`src/rtl/uart_pkg.sv`:
```
// Shared UART types: receive-controller state, oversampling ratio, frame size.
// Imported by uart_baud_gen and uart_rx_ctrl.
package uart_pkg;

  typedef enum logic [1:0] {
    OFF    = 2'd0,
    ACTIVE = 2'd1,
    DRAIN  = 2'd2
  } rx_ctrl_state_t;

  localparam int OVERSAMPLE = 16;

  // start + data + stop
  function automatic int FRAME_BITS(input int dbit);
    return dbit + 2;
  endfunction

endpackage

```
`src/rtl/uart_baud_gen.sv`:
```
// Programmable tick generator: one-cycle tick every div+1 clocks while en.
// Ports: clk, rst (async low), en, div, tick.
module uart_baud_gen #(
  parameter int DIV_W = 11
) (
  input  logic             clk,
  input  logic             rst,
  input  logic             en,
  input  logic [DIV_W-1:0] div,
  output logic             tick
);

  logic [DIV_W-1:0] tcnt;
  logic             tick_q;

  // >= so that lowering div below tcnt wraps on the next cycle
  always_ff @(posedge clk or negedge rst) begin
    if (!rst) begin
      tcnt   <= '0;
      tick_q <= 1'b0;
    end else if (!en) begin
      tcnt   <= '0;
      tick_q <= 1'b0;
    end else if (tcnt >= div) begin
      tcnt   <= '0;
      tick_q <= 1'b1;
    end else begin
      tcnt   <= tcnt + DIV_W'(1);
      tick_q <= 1'b0;
    end
  end

  // gate so a tick registered on the last enabled cycle never leaks out
  assign tick = tick_q & en;

endmodule

```
`src/rtl/uart_rx_ctrl.sv`:
```
// UART receive controller: tick generation, enable/drain sequencing, byte FIFO.
// Ports: cfg_en/cfg_div, s_tick, rx_done_tick/rx_dout, m_* stream, fifo_count,
// overrun/ovr_clr, rx_timeout (live only with UART_RX_TIMEOUT_EN defined).
module uart_rx_ctrl
  import uart_pkg::*;
#(
  parameter int DBIT          = 8,
  parameter int FIFO_DEPTH    = 4,
  parameter int DIV_W         = 11,
  parameter int TIMEOUT_CHARS = 4
) (
  input  logic                          clk,
  input  logic                          rst,
  input  logic                          cfg_en,
  input  logic [DIV_W-1:0]              cfg_div,
  output logic                          s_tick,
  input  logic                          rx_done_tick,
  input  logic [DBIT-1:0]               rx_dout,
  output logic [DBIT-1:0]               m_data,
  output logic                          m_valid,
  input  logic                          m_ready,
  output logic [$clog2(FIFO_DEPTH):0]   fifo_count,
  output logic                          overrun,
  input  logic                          ovr_clr,
  output logic                          rx_timeout
);

  localparam int AW = $clog2(FIFO_DEPTH);
  localparam int CW = AW + 1;
  localparam int DRAIN_LAST = FRAME_BITS(DBIT) * OVERSAMPLE - 1;
  localparam int DCW = $clog2(DRAIN_LAST + 2);

  rx_ctrl_state_t state_q, state_d;
  logic [DCW-1:0] dcnt_q, dcnt_d;
  logic           tick_en;

  assign tick_en = (state_q != OFF);

  uart_baud_gen #(
    .DIV_W (DIV_W)
  ) u_baud (
    .clk  (clk),
    .rst  (rst),
    .en   (tick_en),
    .div  (cfg_div),
    .tick (s_tick)
  );

  always_ff @(posedge clk or negedge rst) begin
    if (!rst) begin
      state_q <= OFF;
      dcnt_q  <= '0;
    end else begin
      state_q <= state_d;
      dcnt_q  <= dcnt_d;
    end
  end

  // DRAIN waits out one full frame of ticks so an in-flight byte can land
  always_comb begin
    state_d = state_q;
    dcnt_d  = dcnt_q;
    unique case (state_q)
      OFF: begin
        dcnt_d = '0;
        if (cfg_en)
          state_d = ACTIVE;
      end
      ACTIVE: begin
        if (!cfg_en) begin
          state_d = DRAIN;
          dcnt_d  = '0;
        end
      end
      DRAIN: begin
        if (s_tick)
          dcnt_d = dcnt_q + DCW'(1);
        if (cfg_en)
          state_d = ACTIVE;
        else if (rx_done_tick ||
                 (s_tick && dcnt_q == DCW'(DRAIN_LAST)))
          state_d = OFF;
      end
      default: begin
        state_d = OFF;
        dcnt_d  = '0;
      end
    endcase
  end

  logic [DBIT-1:0] mem [FIFO_DEPTH];
  logic [AW-1:0]   wptr, rptr;
  logic [CW-1:0]   count;
  logic            push_req, push, pop, full, drop;

  assign push_req = rx_done_tick && tick_en;
  assign full     = (count == CW'(FIFO_DEPTH));
  assign pop      = m_valid && m_ready;
  assign push     = push_req && (!full || pop);
  assign drop     = push_req && full && !pop;

  assign m_valid    = (count != '0);
  assign m_data     = mem[rptr];
  assign fifo_count = count;

  always_ff @(posedge clk or negedge rst) begin
    if (!rst) begin
      for (int i = 0; i < FIFO_DEPTH; i++)
        mem[i] <= '0;
      wptr <= '0;
      rptr <= '0;
    end else begin
      if (push) begin
        mem[wptr] <= rx_dout;
        wptr      <= wptr + AW'(1);
      end
      if (pop)
        rptr <= rptr + AW'(1);
    end
  end

  always_ff @(posedge clk or negedge rst) begin
    if (!rst)
      count <= '0;
    else begin
      case ({push, pop})
        2'b10:   count <= count + CW'(1);
        2'b01:   count <= count - CW'(1);
        default: count <= count;
      endcase
    end
  end

  // set beats clear
  always_ff @(posedge clk or negedge rst) begin
    if (!rst)
      overrun <= 1'b0;
    else if (drop)
      overrun <= 1'b1;
    else if (ovr_clr)
      overrun <= 1'b0;
  end

`ifdef UART_RX_TIMEOUT_EN
  localparam int TO_LIMIT = TIMEOUT_CHARS * FRAME_BITS(DBIT) * OVERSAMPLE;
  localparam int IW = $clog2(TO_LIMIT + 1);

  logic [IW-1:0] icnt;
  logic          to_q;

  // saturating at TO_LIMIT keeps the pulse single until the next clear
  always_ff @(posedge clk or negedge rst) begin
    if (!rst) begin
      icnt <= '0;
      to_q <= 1'b0;
    end else begin
      to_q <= 1'b0;
      if (push_req || count == '0)
        icnt <= '0;
      else if (s_tick && icnt < IW'(TO_LIMIT)) begin
        icnt <= icnt + IW'(1);
        if (icnt == IW'(TO_LIMIT - 1))
          to_q <= 1'b1;
      end
    end
  end

  assign rx_timeout = to_q;
`else
  assign rx_timeout = 1'b0;
`endif

endmodule
```
`config.mk`:
```
export PLATFORM = sky130hd
export DESIGN_NAME = uart_rx_ctrl
export DESIGN_NICKNAME = d
export VERILOG_FILES = /design/src/rtl/uart_pkg.sv /design/src/rtl/uart_baud_gen.sv /design/src/rtl/uart_rx_ctrl.sv
export SDC_FILE = /design/constraint.sdc
export NUM_CORES = 1
export LEC_CHECK = 0
export BUFFER_PORTS_ARGS = -buffer_cell sky130_fd_sc_hd__buf_2
export CORE_UTILIZATION = 55
export DETAILED_ROUTE_END_ITERATION = 8
export PLACE_DENSITY = 0.85
export SLEW_MARGIN = 20
export SYNTH_ARGS = -nofsm -noshare
export SYNTH_HDL_FRONTEND = slang
export SYNTH_SLANG_ARGS = --single-unit
```
`constraint.sdc`:
```
create_clock -name clk -period 2.05 [get_ports clk]
set_input_delay 0.41 -clock clk [delete_from_list [all_inputs] [get_ports clk]]
set_output_delay 0.41 -clock clk [all_outputs]
set_load 0.1 [all_outputs]
```
**Word level (Yosys, flattened, before mapping)**

Cells that the tools add are included.

- Add/subtract/negate cells: 6
- Multipliers: 0
- Divide/modulo/power cells: 0
- Order comparisons: 4
- Equal/unequal tests: 10
- Shift operators: 0
- Mux-type cells: 21
- Bitwise logic cells: 3
- Reductions and logical operators: 18

Operators with widths:

| operator | count |
|---|---|
| two-way mux 8 bit | 5 |
| bitwise mux 32 bit | 1 |
| two-way mux 11 bit | 2 |
| binary-select mux 8 bit (select 2 bit) | 1 |
| demux 8 bit (select 2 bit) | 1 |
| one-hot mux 8 bit (2 select lines) | 1 |
| adder 11 x 1 -> 11 bit, second input constant | 1 |
| >= comparator 11 bit | 1 |
| adder 8 x 1 -> 8 bit, second input constant | 1 |
| == test 8 bit, second input constant | 1 |
| two-way mux 2 bit | 4 |
| logical AND 1 bit | 7 |
| >= comparator 3 bit, second input constant | 2 |
| inequality test 2 bit, second input constant | 3 |
| inverter 2 -> 3 bit | 2 |
| one-hot mux 2 bit (3 select lines) | 1 |
| one-hot mux 3 bit (2 select lines) | 1 |
| nonzero test 2 bit | 3 |
| adder 2 x 1 -> 2 bit, second input constant | 2 |
| == test 2 x 1 -> 1 bit, second input constant | 2 |
| == test 2 bit, second input constant | 2 |
| two-way mux 1 bit | 4 |
| adder 3 x 1 -> 3 bit, second input constant | 1 |
| == test 3 bit, second input constant | 1 |
| 10 further kinds | 12 |

- Register bits: 62
- Latch bits: 0
- Memory bits (writable): 0
- ROM bits: 0
- Bits of input ports: 25
- Output and inout port bits: 15
- Memories kept: 0

**Longest topological paths before layout**

Gate-level depths: netlist of run 1.

- Word-level depth: 7
- Depth in mapped cells: 7

**By module**

A second synthesis of run 1 with hierarchy kept.

- Cells, all modules: 261
- Area, all modules: 3185.6 µm²

By module, submodules not included:

| module | instances | cells each | area each (µm²) | seq. area each (µm²) |
|---|---|---|---|---|
| uart_rx_ctrl | 1 | 171 | 2386.0 | 1251.2 |
| uart_baud_gen | 1 | 90 | 799.5 | 300.3 |

**Least setup slack after synthesis of run 1**

No wires, ideal clock.

- Path kind: flip-flop to flip-flop
- Start point: reg count[0] (netlist: fifo_count[0])
- End point: reg count[2] (netlist: fifo_count[2])
- Arrival time: 2.292 ns
- Data required time: 1.890 ns
- Path slack: -0.401 ns
- Cell stages (with the launch flop): 7
- Buffers on the path: 0
- Cell sequence: dfrtp_1 o31a_1 nand2_1 fa_1 nor4_1 a31oi_1 xnor2_1

- Longest elaborated chain between the ends: 6

Ends and longest elaborated chain:

| what | line | source |
|---|---|---|
| start: declaration | uart_rx_ctrl.sv:93 | `logic [CW-1:0] count;` |
| start signal: assignment | uart_rx_ctrl.sv:127 | `2'b10: count <= count + CW'(1);` |
| start signal: assignment | uart_rx_ctrl.sv:128 | `2'b01: count <= count - CW'(1);` |
| start signal: assignment | uart_rx_ctrl.sv:129 | `default: count <= count;` |
| == test 3 bit / nonzero test 3 bit (equally long branches) | uart_rx_ctrl.sv:97, uart_rx_ctrl.sv:102 |  |
| zero test 1 bit / logical AND 1 bit (equally long branches) | uart_rx_ctrl.sv:99, uart_rx_ctrl.sv:98 |  |
| logical OR 1 bit | uart_rx_ctrl.sv:99 | `assign push = push_req && (!full \|\| pop);` |
| logical AND 1 bit | uart_rx_ctrl.sv:99 |  |
| == test 2 x 1 -> 1 bit / == test 2 bit (equally long branches) | uart_rx_ctrl.sv:126 | `case ({push, pop})` |
| one-hot mux 3 bit (2 select lines) / nonzero test 2 bit (equally long branches) | -- |  |

Several ways; a longest one is shown, not always the timed one.
A chain may end at the register's enable or synchronous reset.

**Final worst setup path of run 1**

- Start point: reg rptr[0]
- End point: out m_data[6]

- Longest elaborated chain between the ends: 4

Ends and longest elaborated chain:

| what | line | source |
|---|---|---|
| start: declaration | uart_rx_ctrl.sv:92 | `logic [AW-1:0] wptr, rptr;` |
| start signal: assignment | uart_rx_ctrl.sv:118 | `rptr <= rptr + AW'(1);` |
| inverter 2 -> 3 bit (not written as such) | uart_rx_ctrl.sv:103 | `assign m_data = mem[rptr];` |
| binary-select mux 8 bit (select 2 bit) | uart_rx_ctrl.sv:103 |  |
| two-way mux 8 bit (not written as such) (2 in a row) | uart_rx_ctrl.sv:103 |  |
| end: declaration | uart_rx_ctrl.sv:19 | `output logic [DBIT-1:0] m_data,` |

Every way passes these cells. The select of a mux whose other input is x is not followed.

==> metrics.yaml, run 1 <==
status: "complete, no violations"
min_period_ns: 2.05
relSlewSlack_pct: 55.9
grt_pass1_wl_um: 10400
placed_area_um2: 3510
drive_above_1_share_pct: 35.4
instances_no_fill: 391
nets: 357
required_ns: 1.64
syn_area_um2: 3190
path_clk_slew_ns: 0.07
dp.cells: 373
p_sw_share_pct: 45.7
crit_fanout: 8
clock_power_share_pct: 18.8
sequentialPowerShare_pct: 30.5
post-route-drc-count: 0
io_buffers: 38
fin_tns_setup_ns: 0
crit_chain: "buf_12, mux4_2, buf_6"
clkLatencyLatePin_ns: 0.35
slowest_delay_ns: 0.52
totalWireLength_um: 5820
p_leak_nw: 1.73
htreeDepth: 3
p_switching_w: 0.00290
grt_start_max_net_pins: 35
syn_area_per_cell_um2: 12.1
post-route-period-util_pct: 99.8
ir_drop_mv: 1.36
worstSetupEndpointType: "output pin"
syn_to_final_growth_pct: 19.1
p_int_w: 0.00345
critical_path_class: "reg -> out"
die_h_um: 78.1
setup_viol: 0
pwr-share-comb_pct: 50.7
grt_antenna_before_repair: 0
die_area_um2: 6100
grt_pass1_vias: 2266
skew_ns: 0.0105
final_hold_viol_count: 0
place_ws_ns: 0.126
path_delay_family: "multiplexers"
drtIter0Drc: 102
path_buf_inv: 2
final_area_um2: 3790
hold_class: "in -> async"
rsz0062_at_grt: "true"
start_kind: "register"
clock-sinks: 62
cap_violations: 0
cts_buffer_depth: 2
dpl.hpwl_um: 4110
worst-r2r-setup-slack_ns: 0.21
slew_violations: 0
rows: 27
gp_congestion: 0.808
vias_per_cell: 5.41
syn_nets: 306
critPathSlowestCell: "mux4_2"
power_w: 0.00635
initial_core_util_pct: 57.5
max_freq_ghz: 0.489
holdBufCountCts: 0
io_pins: 40
clock-root-buffer: "clkbuf_8"
cts_buffers: 9
crit_arrival_ns: 1.64
antenna_left: 0
ys_seq_area_share_pct: 48.7
core_area_um2: 5540
drt-wirelength-per-cell_um: 14.9
die_w_um: 78.1
cts_tree: "built"
ys_ff_latch: 62
grt_usage_pct: 22.5
setup_ws_ns: 0.00368
power.density_nw_per_um2: 1680
tightest_slew_ns: 0.662
first_pass_iters: 4
routed-via-count: 2114
synth_cell_types: 41
grt_overflow: 0
insertedDiodeCount: 0
yosysWarningCount: 0
syn-instance-count: 263
==> area by class of cell <==
cell class / count / area, um2
fill: 408 / 1750
sequential: 62 / 1560
multi-input combinational: 176 / 1530
timing repair buffer: 46 / 325
clock buffer: 9 / 124
clock inverter: 7 / 97.6
tap: 72 / 90.1
inverter: 19 / 71.3
==> power by group through the flow <==
| stage | Combinational, W | Sequential [W] | Clock [W] |
|---|---|---|---|
| finish | 0.00322 | 0.00194 | 0.00119 |
| global route | 0.00336 | 0.00200 | 0.00125 |
| CTS | 0.00322 | 0.00194 | 0.00121 |
| detailed placement | 0.00295 | 0.00196 | 0 |
| global placement | 0.00289 | 0.00193 | 0 |
| floorplan | 0.00234 | 0.00207 | 0 |
==> layer usage <==
layer | share of wire (%) | track usage, %
met1 | 44 | 27.4
met2 | 50 | 37.3
met3 | 3.2 | 4.65
met4 | 2.8 | 12.6
met5 | 0 | 0
==> cell families (layout without fill, tap and decap cells) <==
kind of cell / Yosys count / count (layout) / synth area share (%)
AO/OA/AOI/OAI: 20 / 20 / 3.77
XOR/XNOR: 21 / 21 / 5.77
adder cells (fa/ha/maj): 18 / 18 / 7.31
buffers and inverters: 25 / 81 / 3.34
flip-flops: 62 / 62 / 48.7
multiplexers: 42 / 42 / 17.6
other: 1 / 1 / 0.118
AND/OR/NAND/NOR: 74 / 74 / 13.4
==> sequential cells by signal, indices dropped and copies added, names as in the netlist <==
name	count
wptr	2
dcnt_q	8
mem	32
rptr	2
overrun	1
fifo_count	3
u_baud.tcnt	11
u_baud.tick_q	1
state_q	2
==> layout by cell type (no fill, tap or decap), drive strengths merged, types with 2 or more instances in the layout <==
cell type	Yosys	final
bufinv	0	2
xor2	3	3
mux2	32	32
nor4	6	6
nor3	15	15
clkinv	0	2
mux2i	2	2
clkbuf	2	9
nor2	13	13
nor2b	4	4
buf	4	46
clkinvlp	0	2
dfrtp	62	62
nor4b	2	2
mux4	8	8
inv	19	20
o21ai	7	7
nand2	19	19
xnor2	18	18
nor3b	3	3
nand3	7	7
a21oi	7	7
ha	17	17
==> synthesized netlist by cell type (all sizes together) <==
library cell	instances	area share, %
or2b	1	0.24
nor4	6	1.2
o31a	1	0.27
mux2i	2	0.63
a21oi	7	1.1
ha	17	6.7
xor2	3	0.82
nor2b	4	0.79
conb	1	0.12
xnor2	18	4.9
mux2	32	11
o31ai	1	0.24
nand2b	1	0.20
buf	4	0.86
o22ai	1	0.20
or3	1	0.20
nand2	19	3.2
dfrtp	62	49
a31oi	1	0.20
nor2	13	1.8
nor3b	3	0.71
mux4	8	5.7
clkbuf	2	0.24
nand4	1	0.20
a21boi	1	0.24
fa	1	0.63
o21ai	7	1.2
and3b	1	0.27
nor3	15	2.4
a221o	1	0.31
nand3	7	1.1
inv	19	2.2
nor4b	2	1.2
==> worst paths after layout <==
check                      cells past startpoint        endpoint            from
min in group clk                               2      state_q[1]          cfg_en
min reg2reg                                    1         mem[11]         mem[11]
max in group asynchronous                      2         mem[21]             rst
min                                            1  u_baud.tcnt[0]             rst
max reg2reg                                    5  u_baud.tcnt[1]  u_baud.tcnt[6]
max                                            3       m_data[6]         rptr[0]
==> through the flow <==
step	hold slack (ns)	utilization, %
after floorplan	0.114	-
after global placement	0.473	63.3
after detailed placement	0.479	63.3
after CTS	0.104	68.3
after global routing	0.148	68.5
final	0.0871	68.5
==> worst register-to-register path, delay by kind of cell (launching register included) <==
kind / cells / cell delay, ns
AOI/OAI and AO/OA: 3 / 0.75
adders and majority gates: 1 / 0.32
DFF: 1 / 0.44
and+or+nand+nor: 1 / 0.26
==> timing repair <==
item | CTS | global route
setup buffers | 1 | 1
endpoints found under the setup margin | 8 | 8
resized for setup | 16 | 0
(Power assumes the default switching activity.)
==> run 2, diff against run 1 <==
--- a/config.mk
+++ b/config.mk
@@ -6,10 +6,12 @@
 export NUM_CORES = 1
 export LEC_CHECK = 0
 export BUFFER_PORTS_ARGS = -buffer_cell sky130_fd_sc_hd__buf_2
-export CORE_UTILIZATION = 55
+export CORE_UTILIZATION = 45
 export DETAILED_ROUTE_END_ITERATION = 8
-export PLACE_DENSITY = 0.85
+export GPL_TIMING_DRIVEN = 0
+export PLACE_DENSITY = 0.73
 export SLEW_MARGIN = 20
 export SYNTH_ARGS = -nofsm -noshare
 export SYNTH_HDL_FRONTEND = slang
+export SYNTH_HIERARCHICAL = 1
 export SYNTH_SLANG_ARGS = --single-unit
==> metrics.yaml, run 2 <==
die_w_um: 86.1  # +10%
critical_path_class: "reg -> out"
htreeDepth: 3  # unchanged
slew_violations: 0  # unchanged
tightest_slew_ns: 0.758  # +0.0965 ns
status: "complete, no violations"
totalWireLength_um: 5730  # -1.6%
gp_congestion: 0.788  # -2.5%
clock-sinks: 62  # unchanged
cts_buffers: 9  # unchanged
mostFrequentLayoutCell: "dfrtp_1"
ir_drop_mv: 0.763  # -44%
first_pass_iters: 4  # unchanged
crit_arrival_ns: 1.59  # -0.05 ns
grt_pass1_vias: 2211  # -2.4%
synth.area.top_cells: "dfrtp_1 49%, mux2_2 11%, ha_1 6.7%"
grt_antenna_before_repair: 0  # unchanged
largest_reg_flops: 32  # unchanged
start_kind: "register"
grt_overflow: 0  # unchanged
required_ns: 1.64  # about the same
synthTopCellsByCount: "62 x dfrtp_1, 31 x mux2_2, 20 x nor2_1"
syn_nets: 304  # -0.65%
ys.flop_type: "dfrtp_1"
hold_class: "in -> async"
cts_tree: "built"
dpl.hpwl_um: 4040  # -1.5%
io_pins: 40  # unchanged
die_area_um2: 7420  # +22%
postCtsSetupBuffers: 0  # -1
routed-via-count: 2090  # -1.1%
drtIter0Drc: 64  # -37%
synth_cell_types: 47  # +15%
clkLatencyLatePin_ns: 0.33  # -0.02 ns
power_w: 0.00630  # -0.87%
power.density_nw_per_um2: 1660  # -1.1%
post-route-drc-count: 0  # unchanged
syn_to_final_growth_pct: 19.4
grt_pass1_wl_um: 9870  # -4.7%
place_ws_ns: -0.00534  # -0.132 ns
crit_fanout: 10  # +2
syn_area_um2: 3190  # unchanged
grt_start_max_net_pins: 63  # +80%
setup_ws_ns: 0.0472  # +0.0435 ns
io_buffers: 38  # unchanged
nets: 352  # -1.4%
reg_top3: "mem: 32 flops, u_baud/tcnt: 11 flops, dcnt_q: 8 flops"
synthMostInstantiatedCell: "dfrtp_1"
initial_core_util_pct: 46.6  # -11 points
insertedDiodeCount: 0  # unchanged
clock-root-buffer: "clkbuf_8"
regMostFlops: "mem"
path_clk_slew_ns: 0.08  # about the same
yosysWarningCount: 6  # +6
drive_above_1_share_pct: 36.3  # +0.88 points
cap_violations: 0  # unchanged
rsz0062_at_grt: "true"
antenna_left: 0  # unchanged
drt-wirelength-per-cell_um: 14.0  # -6.1%
syn_area_per_cell_um2: 12.2  # +0.77%
p_leak_nw: 1.75  # +1.4%
fin_tns_setup_ns: 0  # unchanged
worstSetupEndpointType: "output pin"
ys_ff_latch: 62  # unchanged
setup_viol: 0  # unchanged
relSlewSlack_pct: 49.5  # -6.4 points
min_period_ns: 2.00  # -0.0435 ns
synth_top_area_cell: "dfrtp_1"
syn-instance-count: 261  # -0.76%
fill_cells: 586  # +44%
vias_per_cell: 5.10  # -5.7%
grt_usage_pct: 17.4  # -5.1 points
layout_common_cells: "59 x dfrtp_1, 31 x mux2_2, 28 x buf_2, 20 x nor2_1, 18 x inv_1"
synth_edf_count: 0  # unchanged
final_hold_viol_count: 0  # unchanged
yosysTopAreaCellShare_pct: 48.7  # unchanged
ys_seq_area_share_pct: 48.7  # unchanged
max_freq_ghz: 0.499  # +2.2%
post-route-period-util_pct: 97.7  # -2.1 points
async_flop_share_pct: 100  # unchanged
core_area_um2: 6830  # +23%
cts_buffer_depth: 2  # unchanged
hold_ws_ns: 0.134  # +0.0472 ns
instances_no_fill: 410  # +4.9%
skew_ns: 0.0114  # +0.000899 ns
dp.cells: 395  # +5.9%
rows: 30  # +11%
die_h_um: 86.1  # +10%
run 2: cell count changes after synthesis, sizes merged, moves of 3 or more:
cell	previous run	this run
nand2	19	16
nor2	13	22
nor3	15	3
xnor2	18	15
run 2: path summary, 6_finish.rpt:
path | from | to | slack, ns | cells past startpoint
min in group clk | cfg_en | state_q[1] | 0.27 | 2
worst max-delay path | rptr[0] | m_data[5] | 0.05 | 3
worst min-delay path | rst | mem[26] | 0.13 | 1
worst min register to register | overrun | overrun | 0.49 | 1
max in group asynchronous | rst | fifo_count[0] | 1.35 | 1
worst max register to register | state_q[1] | fifo_count[2] | 0.14 | 6
run 2: report_power, final:
group	total [W]	internal, W	switching (W)
logic	0.00318	0.00109	0.00209
clock network	0.00119	0.000713	0.000472
registers	0.00194	0.00164	0.000295
total	0.00630	0.00345	0.00285
run 2: worst max-delay path, stage by stage (launching register included):
cell and delay (ns):
dfrtp_1 0.37, buf_12 0.16, mux4_2 0.53, buf_6 0.21
run 2: cell families after synthesis:
kind of cell | count (synthesis) | share of synthesized area [%]
buffers and inverters | 23 | 3.22
adder cells (fa/ha/maj) | 18 | 7.31
other | 1 | 0.118
multiplexers | 42 | 17.6
XOR/XNOR | 20 | 5.50
flip-flops | 62 | 48.7
AO/OA/AOI/OAI | 23 | 4.36
AND/OR/NAND/NOR | 72 | 13.2
run 2: cell type report:
| type | instances | area [um2] | area share (%) |
|---|---|---|---|
| flip-flops and latches | 62 | 1560 | 40.9 |
| multi-input cells | 176 | 1540 | 40.5 |
| repair buffers | 38 | 249 | 6.55 |
| clock buffers | 10 | 138 | 3.62 |
| well taps | 96 | 120 | 3.16 |
| clock inverters | 6 | 85.1 | 2.24 |
| inverters | 18 | 67.6 | 1.78 |
| plain buffers | 4 | 46.3 | 1.22 |
run 2: through the flow:
step,cell area (um2),util (%)
after floorplan,3200,-
after global placement,3510,51.3
final,3800,55.7
after global routing,3800,55.7
after detailed placement,3510,51.4
after CTS,3770,55.1
run 2: repair_timing:
item / CTS / global route
resized for setup: 14 / 9
setup endpoints to repair: 10 / 9
hold buffers: 0 / 0
run 2: per-layer routing:
layer,GRT usage (%),up-vias,wire [um]
met1,20.7,1048,2550
met5,0,-,0
li1,-,1005,-
met4,7.42,0,99
met2,30.5,27,2920
met3,3.46,10,162
==> run 3, diff against run 2 <==
--- a/config.mk
+++ b/config.mk
@@ -6,10 +6,10 @@
 export NUM_CORES = 1
 export LEC_CHECK = 0
 export BUFFER_PORTS_ARGS = -buffer_cell sky130_fd_sc_hd__buf_2
-export CORE_UTILIZATION = 45
+export CORE_UTILIZATION = 58
 export DETAILED_ROUTE_END_ITERATION = 8
 export GPL_TIMING_DRIVEN = 0
-export PLACE_DENSITY = 0.73
+export PLACE_DENSITY = 0.89
 export SLEW_MARGIN = 20
 export SYNTH_ARGS = -nofsm -noshare
 export SYNTH_HDL_FRONTEND = slang
==> constraint.sdc (replaced) <==
create_clock -name clk -period 2.2 [get_ports clk]
set_input_delay 0.44 -clock clk [delete_from_list [all_inputs] [get_ports clk]]
set_output_delay 0.44 -clock clk [all_outputs]
set_load 0.1 [all_outputs]
==> metrics.yaml, run 3 (synthesized netlist as in run 2, its figures left out) <==
path_delay_family: "buffers and inverters"
vias_per_cell: 5.55  # +9.0%
io_buffers: 38  # unchanged
grt_pass1_wl_um: 9740  # -1.3%
setup_viol: 0  # unchanged
die_w_um: 76.1  # -12%
regMostFlops: "mem"
initial_core_util_pct: 61.2  # +15 points
grt_antenna_before_repair: 0  # unchanged
antenna_left: 0  # unchanged
gp_congestion: 0.806  # +2.3%
path_buf_inv: 2  # unchanged
grt_start_max_net_pins: 63  # unchanged
clock-sinks: 62  # unchanged
insertedDiodeCount: 0  # unchanged
tightest_slew_ns: 0.762  # +0.00352 ns
grt_usage_pct: 21.7  # +4.4 points
critPathSlowestCell: "mux4_2"
htreeDepth: 3  # unchanged
crit_arrival_ns: 1.70  # +0.11 ns
cts_buffer_depth: 2  # unchanged
drtIter0Drc: 96  # +50%
layout_common_cells: "59 x dfrtp_1, 31 x mux2_2, 29 x buf_2, 20 x nor2_1, 18 x inv_1"
seqCellArea_um2: 1560  # unchanged
cap_violations: 0  # unchanged
drt-wirelength-per-cell_um: 15.0  # +7.1%
first_pass_iters: 4  # unchanged
path_clk_slew_ns: 0.07  # about the same
mostFrequentLayoutCell: "dfrtp_1"
nets: 352  # unchanged
multi_input_area_um2: 1540  # unchanged
p_leak_nw: 1.73  # -1.3%
hold_ws_ns: 0.181  # +0.0465 ns
fin_tns_setup_ns: 0  # unchanged
grt_pass1_vias: 2119  # -4.2%
status: "complete, no violations"
crit_chain: "buf_4, mux4_2, clkbuf_4"
io_pins: 40  # unchanged
worstSetupEndpointType: "output pin"
crit_fanout: 10  # unchanged
min_period_ns: 2.14
relSlewSlack_pct: 49.2  # -0.23 points
largest_reg_flops: 32  # unchanged
grt_overflow: 0  # unchanged
dpl.hpwl_um: 4010  # -0.93%
die_area_um2: 5790  # -22%
post-route-drc-count: 0  # unchanged
reg_top3: "mem: 32 flops, u_baud/tcnt: 11 flops, dcnt_q: 8 flops"
rsz0062_at_grt: "false"
slowest_delay_ns: 0.52  # about the same
skew_ns: 0.00801  # -0.00335 ns
start_kind: "register"
clkLatencyLatePin_ns: 0.33  # about the same
postCtsSetupBuffers: 0  # unchanged
clock-root-buffer: "clkbuf_8"
hold_class: "in -> async"
ir_drop_mv: 1.17  # +54%
drive_above_1_share_pct: 35.7  # -0.64 points
final_hold_viol_count: 0  # unchanged
cts_tree: "built"
totalWireLength_um: 5750  # +0.28%
power.density_nw_per_um2: 1520  # -8.5%
required_ns: 1.76  # +0.12 ns
routed-via-count: 2133  # +2.1%
slew_violations: 0  # unchanged
core_area_um2: 5200  # -24%
critical_path_class: "reg -> out"
die_h_um: 76.1  # -12%
rows: 26  # -13%
fill_cells: 366  # -38%
max_freq_ghz: 0.466
cts_buffers: 9  # unchanged
syn_to_final_growth_pct: 16.1
post-route-period-util_pct: 97.5
-- run 3: cell type report --
cell class	count	share of cell area, %
Sequential cell	62	42.0
Multi-Input combinational cell	176	41.7
Timing Repair Buffer	38	5.75
Clock buffer	13	4.29
Tap cell	70	2.37
Inverter	18	1.83
Clock inverter	3	1.15
Buffer	4	0.913
-- run 3: per-stage QoR --
step / utilization (%) / total power, W / setup WS (ns) / std cells / area (um2)
final: 71.1 / 0.00561 / 0.0551 / 384 / 3700
after global routing: 71.1 / 0.00586 / 0.00595 / 384 / 3700
after CTS: 70.6 / 0.00555 / 0.00299 / 384 / 3680
after detailed placement: 66.8 / 0.00453 / 0.149 / 369 / 3480
after global placement: 66.7 / 0.00444 / 0.217 / 369 / 3470
after floorplan: - / 0.00411 / 0.0683 / 261 / 3200
-- run 3: per-layer routing --
| layer | vias to the layer above | global-route usage [%] | wire [um] |
|---|---|---|---|
| met5 | - | 0 | 0 |
| met4 | 0 | 10.6 | 123 |
| met3 | 18 | 4.19 | 144 |
| met2 | 31 | 36.7 | 2900 |
| met1 | 1074 | 26.9 | 2580 |
| li1 | 1010 | - | - |
-- run 3: path summary, 6_finish.rpt --
path                                 from        endpoint  slack, ns  cells past startpoint
max                               rptr[0]       m_data[1]       0.06                      3
min                                   rst          mem[0]       0.18                      1
max reg2reg                    state_q[1]   fifo_count[2]       0.24                      6
min reg2reg                u_baud/tcnt[0]  u_baud/tcnt[0]       0.49                      1
max in group asynchronous             rst   fifo_count[1]       1.47                      1
min in group clk                   cfg_en      state_q[1]       0.28                      2
-- run 3: worst reg2reg max path, cell delays in order (launching register included) --
cell     delay, ns
dfrtp_1       0.44
o21ai_2       0.32
nand2_1       0.12
fa_1          0.39
nor4_1        0.29
a31oi_1       0.09
xnor2_1       0.21
-- run 3: what timing repair did --
item / in CTS / in global routing
endpoints found under the setup margin: 8 / 9
hold buffers: 0 / 0
resized for setup: 1 / 16
-- run 3: report_power, final --
part	switching [W]	internal [W]	total [W]
clock	0.000423	0.000584	0.00101
combinational	0.00192	0.000890	0.00281
sequential	0.000266	0.00153	0.00179
total	0.00261	0.00300	0.00561
